File: src/rtl/uart_pkg.sv
// Shared constants, FSM state type and baud divisor helper for the UART receiver.
package uart_pkg;

  localparam int DATA_BITS  = 8;
  localparam int OVERSAMPLE = 16;
  localparam int MID_TICK   = 8;

  typedef enum logic [2:0] {
    IDLE      = 3'd0,
    START     = 3'd1,
    DATA      = 3'd2,
    STOP      = 3'd3,
    WAIT_IDLE = 3'd4
  } rx_state_t;

  function automatic int uart_div(input int clk_freq, input int baud);
    return clk_freq / (baud * OVERSAMPLE);
  endfunction

endpackage

File: src/rtl/uart_rx_tick_gen.sv
// 16x oversampling tick generator: one-clk tick every DIV clocks, restartable via clr.
module uart_rx_tick_gen #(
  parameter int CLK_FREQ = 50_000_000,
  parameter int BAUD     = 9600
) (
  input  logic clk,
  input  logic reset,
  input  logic clr,
  output logic tick
);
  import uart_pkg::*;

  localparam int DIV = uart_div(CLK_FREQ, BAUD);
  localparam int CW  = (DIV > 1) ? $clog2(DIV) : 1;
  localparam logic [CW-1:0] LAST = CW'(DIV - 1);

  logic [CW-1:0] r_cnt;

  always_ff @(posedge clk or negedge reset) begin
    if (!reset) begin
      r_cnt <= '0;
    end else if (clr || (r_cnt == LAST)) begin
      r_cnt <= '0;
    end else begin
      r_cnt <= r_cnt + 1'b1;
    end
  end

  assign tick = (r_cnt == LAST);

endmodule

File: src/rtl/uart_rx.sv
// 8-N-1 UART receiver: input synchronizer, mid-bit sampling FSM, framed byte output.
module uart_rx #(
  parameter int CLK_FREQ   = 50_000_000,
  parameter int BAUD       = 9600,
  parameter int OVERSAMPLE = 16
) (
  input  logic       clk,
  input  logic       reset,
  input  logic       serial_in,
  output logic [7:0] data_out,
  output logic       valid_out,
  output logic       frame_err,
  output logic       busy
);
  import uart_pkg::*;

  localparam int BIT_W = $clog2(DATA_BITS);
  localparam logic [3:0] MID_LAST = 4'(MID_TICK - 1);
  localparam logic [3:0] BIT_LAST = 4'(OVERSAMPLE - 1);
  localparam logic [BIT_W-1:0] IDX_LAST = BIT_W'(DATA_BITS - 1);

  logic                 r_sync1, r_sync2;
  rx_state_t            r_state;
  logic [3:0]           r_tick_cnt;
  logic [BIT_W-1:0]     r_bit_idx;
  logic [DATA_BITS-1:0] r_shift;
  logic [DATA_BITS-1:0] r_data;
  logic                 r_valid, r_ferr;
  logic                 w_rx, w_tick, w_clr;

  always_ff @(posedge clk or negedge reset) begin
    if (!reset) begin
      r_sync1 <= 1'b1;
      r_sync2 <= 1'b1;
    end else begin
      r_sync1 <= serial_in;
      r_sync2 <= r_sync1;
    end
  end

  assign w_rx  = r_sync2;
  // Restart the divider on the start edge so tick phase is aligned to the frame
  assign w_clr = (r_state == IDLE) && !w_rx;

  uart_rx_tick_gen #(
    .CLK_FREQ (CLK_FREQ),
    .BAUD     (BAUD)
  ) u_tick_gen (
    .clk   (clk),
    .reset (reset),
    .clr   (w_clr),
    .tick  (w_tick)
  );

  always_ff @(posedge clk or negedge reset) begin
    if (!reset) begin
      r_state    <= IDLE;
      r_tick_cnt <= '0;
      r_bit_idx  <= '0;
      r_shift    <= '0;
      r_data     <= '0;
      r_valid    <= 1'b0;
      r_ferr     <= 1'b0;
    end else begin
      r_valid <= 1'b0;
      r_ferr  <= 1'b0;
      case (r_state)
        IDLE: begin
          if (!w_rx) begin
            r_tick_cnt <= '0;
            r_state    <= START;
          end
        end
        START: begin
          if (w_tick) begin
            if (r_tick_cnt == MID_LAST) begin
              if (w_rx) begin
                r_state <= IDLE;
              end else begin
                r_tick_cnt <= '0;
                r_bit_idx  <= '0;
                r_state    <= DATA;
              end
            end else begin
              r_tick_cnt <= r_tick_cnt + 4'd1;
            end
          end
        end
        DATA: begin
          if (w_tick) begin
            if (r_tick_cnt == BIT_LAST) begin
              r_tick_cnt         <= '0;
              r_shift[r_bit_idx] <= w_rx;
              r_bit_idx          <= r_bit_idx + 1'b1;
              if (r_bit_idx == IDX_LAST) r_state <= STOP;
            end else begin
              r_tick_cnt <= r_tick_cnt + 4'd1;
            end
          end
        end
        STOP: begin
          if (w_tick) begin
            if (r_tick_cnt == BIT_LAST) begin
              r_tick_cnt <= '0;
              r_data     <= r_shift;
              if (w_rx) begin
                r_valid <= 1'b1;
                r_state <= IDLE;
              end else begin
                r_ferr  <= 1'b1;
                r_state <= WAIT_IDLE;
              end
            end else begin
              r_tick_cnt <= r_tick_cnt + 4'd1;
            end
          end
        end
        WAIT_IDLE: begin
          // A held-low line must not be mistaken for the next start bit
          if (w_rx) r_state <= IDLE;
        end
        default: r_state <= IDLE;
      endcase
    end
  end

  assign data_out  = r_data;
  assign valid_out = r_valid;
  assign frame_err = r_ferr;
  assign busy      = (r_state != IDLE);

endmodule

File: config.mk
export PLATFORM = sky130hd
export DESIGN_NAME = uart_rx
export DESIGN_NICKNAME = d
export VERILOG_FILES = /design/src/rtl/uart_pkg.sv /design/src/rtl/uart_rx_tick_gen.sv /design/src/rtl/uart_rx.sv
export SDC_FILE = /design/constraint.sdc
export NUM_CORES = 1
export LEC_CHECK = 0
export BUFFER_PORTS_ARGS = -buffer_cell sky130_fd_sc_hd__buf_2
export CORE_ASPECT_RATIO = 1.75
export CORE_MARGIN = 2
export CORE_UTILIZATION = 59
export DETAILED_ROUTE_END_ITERATION = 8
export GPL_ROUTABILITY_DRIVEN = 0
export GPL_TIMING_DRIVEN = 0
export PLACE_DENSITY = 0.78
export SETUP_SLACK_MARGIN = 0.2
export SYNTH_ARGS = -nofsm -noshare
export SYNTH_HDL_FRONTEND = slang
export SYNTH_HIERARCHICAL = 1
export SYNTH_SLANG_ARGS = --single-unit
File: constraint.sdc
create_clock -name clk -period 3.41 [get_ports clk]
set_input_delay 0 -clock clk [delete_from_list [all_inputs] [get_ports clk]]
set_output_delay 0 -clock clk [all_outputs]
set_load 0.1 [all_outputs]
Yosys cells after proc, flatten, opt, wreduce, memory -nomap -nowiden

Cells that the tools add are included.

Register bits after elaboration: 39
Input bits: 3
Output and inout bits: 11
Word-level logic and storage cells: 84

Add/sub/neg operators: 3
$lt $le $gt $ge: 2
Equality and inequality tests: 19
Multiplexer cells: 36
Reduce and logical (&&, ||, !) cells: 14

Operators by type and width:

| cell                                                                    | count |
|---|---|
| 3-bit 2-to-1 mux                                                        | 15 |
| 4-bit 2-to-1 mux                                                        | 5 |
| 3-bit one-hot mux with 5 select lines                                   | 1 |
| 2-bit inequality test, second input constant                            | 7 |
| 4-bit one-hot mux with 3 select lines                                   | 1 |
| 9-bit by 1-bit adder with 9-bit output, second input constant           | 1 |
| 9-bit equality test, second input constant                              | 1 |
| 1-bit 2-to-1 mux                                                        | 9 |
| 9-bit 2-to-1 mux                                                        | 1 |
| 3-bit AND reduction                                                     | 3 |
| 9-bit AND reduction                                                     | 1 |
| 8-bit bitwise mux                                                       | 1 |
| 2-bit by 1-bit inequality test with 1-bit output, second input constant | 4 |
| 3-bit by 2-bit equality test with 1-bit output, second input constant   | 2 |
| 3-bit equality test, second input constant                              | 2 |
| 3-bit one-hot mux with 2 select lines                                   | 1 |
| 6-bit AND reduction                                                     | 1 |
| 3-bit nonzero test                                                      | 2 |
| 4-bit by 1-bit adder with 4-bit output, second input constant           | 1 |
| 4-bit by 3-bit equality test with 1-bit output, second input constant   | 1 |
| 4-bit equality test, second input constant                              | 1 |
| 3-bit by 4-bit < comparator with 1-bit output, second input constant    | 1 |
| 3-bit by 1-bit adder with 3-bit output, second input constant           | 1 |
| 1-bit demux with 3-bit select                                           | 1 |
| other kinds (9)                                                         | 10 |

Depth between registers and ports, before layout

Depth after elaboration: 5
Mapped depth: 8
Gate-level depth less buffers: 8

Hierarchy

The synthesis kept the hierarchy.

Modules (own cells, without submodules):

| module           | times used | cells an instance | area an instance (um^2) | seq. area each (um^2) |
|---|---|---|---|---|
| uart_rx          | 1          | 131               | 1521.5                  | 753.2 |
| uart_rx_tick_gen | 1          | 47                | 473.0                   | 225.2 |

Least setup slack after synthesis

Ideal clock, no wire load.

Path kind: register to register
Start: reg u_tick_gen.r_cnt[0]
End: reg r_shift[0]
Library setup time: 0.125 ns
Data arrival time: 2.292 ns
Required time: 3.285 ns
Setup slack: 0.994 ns
Cell stages (with the launch flop): 9
Path buffers: 0
Period minus slack after synthesis: 2.416 ns
Path through: dfrtp_1 -> inv_1 -> ha_1 -> nand2_1 -> nor4_1 -> and4_4 -> nand3b_1 -> nor3_1 -> mux2_2

Longest elaborated chain between the ends: 2

Ends and longest elaborated chain:

| item                           | RTL line               | source |
|---|---|---|
| start: declaration             | uart_rx_tick_gen.sv:17 | `logic [CW-1:0] r_cnt;` |
| start signal: assignment       | uart_rx_tick_gen.sv:25 | `r_cnt <= r_cnt + 1'b1;` |
| 9-bit equality test            | uart_rx_tick_gen.sv:29 | `assign tick = (r_cnt == LAST);` |
| via w_tick                     | uart_rx.sv:29          | `logic w_rx, w_tick, w_clr;` |
| 3-bit AND reduction (no line)  | -                      |  |
| end signal: indexed assignment | uart_rx.sv:93          | `r_shift[r_bit_idx] <= w_rx;` |
| end: declaration               | uart_rx.sv:26          | `logic [DATA_BITS-1:0] r_shift;` |

The timed path passes the listed nets, and every way through them passes these cells.
A chain may end at the register's enable or synchronous reset.

Final worst setup path

Same ends and word-level chain as after synthesis.

==> impl_metrics.ini <==
[clocking]
h-tree-depth = 2
hold_fix_buffers_at_cts = 2
cts.root.buffer_cell = clkbuf_8
cts-root-to-sink-buffers = 2
cts.repair_timing.setup_buffer_count = 0
clk_latency_ns = 0.29
cts_inserted_buffers = 5
cts.clk_slew.worst_paths_ns = 0.07
ctsResizeCount = 0
clock_sinks = 39
tritoncts = done

[setup_path]
reg2reg_slack_ns = 0.42
critPathLaunchType = register
crit_path_max_fanout = 8
critPathArrivalTime_ns = 3.17
required_worst_endpoint_ns = 3.59
r2r-end = r_shift[0]
reg2regPathDepth = 8
timing.rr.start = u_tick_gen/r_cnt[0]
end_kind = register
critPathKind = register to register

[sta]
worstMarginPinSlew_ns = 1.19
unrepaired_setup_endpoints_after_global_routing = no
fin_setup_tns_ns = 0
hold_violations = 0
clock_tree_skew_after_final_layout_ns = 0.00790
final.min_clock_period_ns = 2.99
final.hold.worst_slack_ns = 0.343
max_clock_freq_mhz = 334
pins_over_slew_limit = 0
timing.slew.headroom_pct = 20.2
finalSetupViolCount = 0
period_share_pct = 87.8

[logic_synthesis]
synthMostInstantiatedCell = dfrtp_1
netlist-cell-type-count = 50
synth_commonest_cells = 37 x dfrtp_1, 15 x mux2_2, 13 x nor2_1
synthesis.instances = 178
async_flop_share_pct = 100
postSynthNetCount = 186
syn_avg_cell_area_um2 = 11.2
seq_area_frac_synth_pct = 49.1
yosys_warnings = 6
post_synthesis_register_bit_count = 39
netlist_area_mm2 = 0.00199
synth.top_cells.by_area = dfrtp_1 46%, mux2_2 8.5%, ha_1 3.1%, dfstp_2 2.6%, nor2_1 2.4%
largest_area_contributor_in_the_synthesized_netlist = dfrtp_1
synth.top_cell.area_share_pct = 46.4
ys.flop_type = dfrtp_1
synth-edff-count = 0

[power]
p_sw_share_pct = 21.7
leakage_power_total_nw = 1.04
sequentialPowerShare_pct = 59.5
ir_worst_vdd_mv = 0.278
power.density_cell_area_mw_per_mm2 = 351
switch_pwr_w = 0.000169
comb_power_share_pct = 2.2
intPower_w = 0.000611
clockPowerShare_pct = 38.2

[placement]
post_dp_cell_area_mm2 = 0.00212
count_of_buffers_inserted_at_the_top_level_ports = 13
place_hpwl_mm = 2.84

[finish]
num-fill-cells = 268
final_nets = 208
n_antenna_cell = 0
syn_to_final_growth_pct = 11.4
drive_above_1_share_pct = 29.9
post-route-cell-area_mm2 = 0.00222

[die]
floorplan.die.width_um = 48.0
fp-row-count = 28
die_area_mm2 = 0.00388
initial_core_util_pct = 60.6
die_outline_height_um = 80.9
fp.coreArea_mm2 = 0.00329
pin_count = 14

[grt]
antenna_found_initial = 0
track_usage_pct = 23.6
globalRouteOverflowTotal = 0
via_count_of_the_first_global_routing_pass = 1461
grt_max_degree = 40
grt_pass1_wl_mm = 6.44

[detailed_routing]
wirelength_mm = 3.83
detail_route.wl_per_cell_um = 15.6
drt_pre_antenna_iters = 4
num_vias = 1470
avgViaCountPerCell = 5.98
postRouteAntennaNets = 0
first_iter_violations = 26
drc_errors = 0

[hold_path]
worst_hold_path_type = primary input to asynchronous set/reset pin

[flow_run]
timing.max_cap.violations = 0

[outcome]
outcome = finished, final reports clean
[cell families (layout without fill, tap and decap cells)]
group | count (synthesis) | in the layout | share of synthesized area [%]
AO/OA/AOI/OAI | 29 | 29 | 10.6
flip-flops | 39 | 39 | 49.1
XOR/XNOR | 4 | 4 | 1.76
AND/OR/NAND/NOR | 64 | 64 | 20.0
buffers and inverters | 17 | 40 | 3.70
multiplexers | 20 | 20 | 11.7
adder cells (fa/ha/maj) | 5 | 5 | 3.14
[worst max-delay path by stage]
stage | cells past startpoint | startpoint | slack (ns) | to
after CTS | 8 | u_tick_gen/r_cnt[0] | 0.48 | r_shift[0]
final | 8 | u_tick_gen/r_cnt[0] | 0.42 | r_shift[0]
after floorplan | 8 | u_tick_gen/r_cnt[0] | 0.99 | r_shift[0]
after detailed placement | 8 | u_tick_gen/r_cnt[0] | 0.47 | r_shift[0]
after global placement | 8 | u_tick_gen/r_cnt[0] | 0.58 | r_shift[0]
after global routing | 8 | u_tick_gen/r_cnt[0] | 0.25 | r_shift[0]
[cell type report]
type                            instances  area, µm²  share of cell area [%]
Clock inverter                          2       12.5                   0.563
Sequential cell                        39        978                    44.1
Tap cell                               45       56.3                    2.54
Buffer                                  8       40.0                    1.80
Inverter                                9       33.8                    1.52
Multi-Input combinational cell        122        942                    42.4
Clock buffer                            6       72.6                    3.27
Timing Repair Buffer                   15       85.1                    3.83
[routing by layer]
| metal | routed length (µm) | vias up | global-route usage (%) | part of all wire (%) |
|---|---|---|---|---|
| met4 | 142 | 0 | 12.7 | 3.7 |
| met2 | 2110 | 44 | 39.1 | 55 |
| met3 | 141 | 14 | 6.22 | 3.7 |
| li1 | - | 692 | - | - |
| met1 | 1430 | 720 | 26.1 | 37 |
| met5 | 0 | - | 0 | 0 |
[stage by stage]
stage	cells	worst slack, ns	power, W	util (%)
floorplan	178	0.994	0.000478	-
global placement	236	0.581	0.000490	64.2
detailed placement	236	0.475	0.000490	64.2
CTS	246	0.477	0.000790	67.4
global route	246	0.246	0.000819	67.4
finish	246	0.417	0.000780	67.4
[registers in the layout (all words and copies together), names as in the netlist]
signal	cells
u_tick_gen/r_cnt	9
data_out	8
r_shift	8
r_tick_cnt	4
r_bit_idx	3
r_state	3
frame_err	1
r_sync1	1
r_sync2	1
valid_out	1
[worst max-delay path: stages (launching register included)]
cell and delay (ns):
dfrtp_1 0.41, inv_1 0.07, ha_1 0.13, nand2_1 0.10, nor4_1 0.97, and4_4 0.45
nand3b_1 0.16, nor3_1 0.23, mux2_2 0.36
[cell usage in the layout (no fill, tap or decap), drive strengths merged, types with 2 or more instances in the layout]
cell and count:
dfrtp 37, buf 19, mux2 18, nor2 13, nand2 11, nand3 10, inv 9, o21ai 9
clkbuf 8, nor3 7, or3 6, a21oi 6, ha 5, xor2 3, a31oi 2, mux2i 2
nor2b 2, a22oi 2, dlygate4sd3 2, dfstp 2, and4 2, and3 2, nand4 2
[power by group through the flow]
stage / clock (W) / combinational, W / sequential, W
after detailed placement: 0 / 0.0000166 / 0.000474
after global routing: 0.000333 / 0.0000206 / 0.000465
after CTS: 0.000307 / 0.0000183 / 0.000465
after global placement: 0 / 0.0000160 / 0.000474
final: 0.000298 / 0.0000174 / 0.000465
after floorplan: 0 / 0.00000461 / 0.000474
No activity file was read; power rests on OpenSTA's default activity.
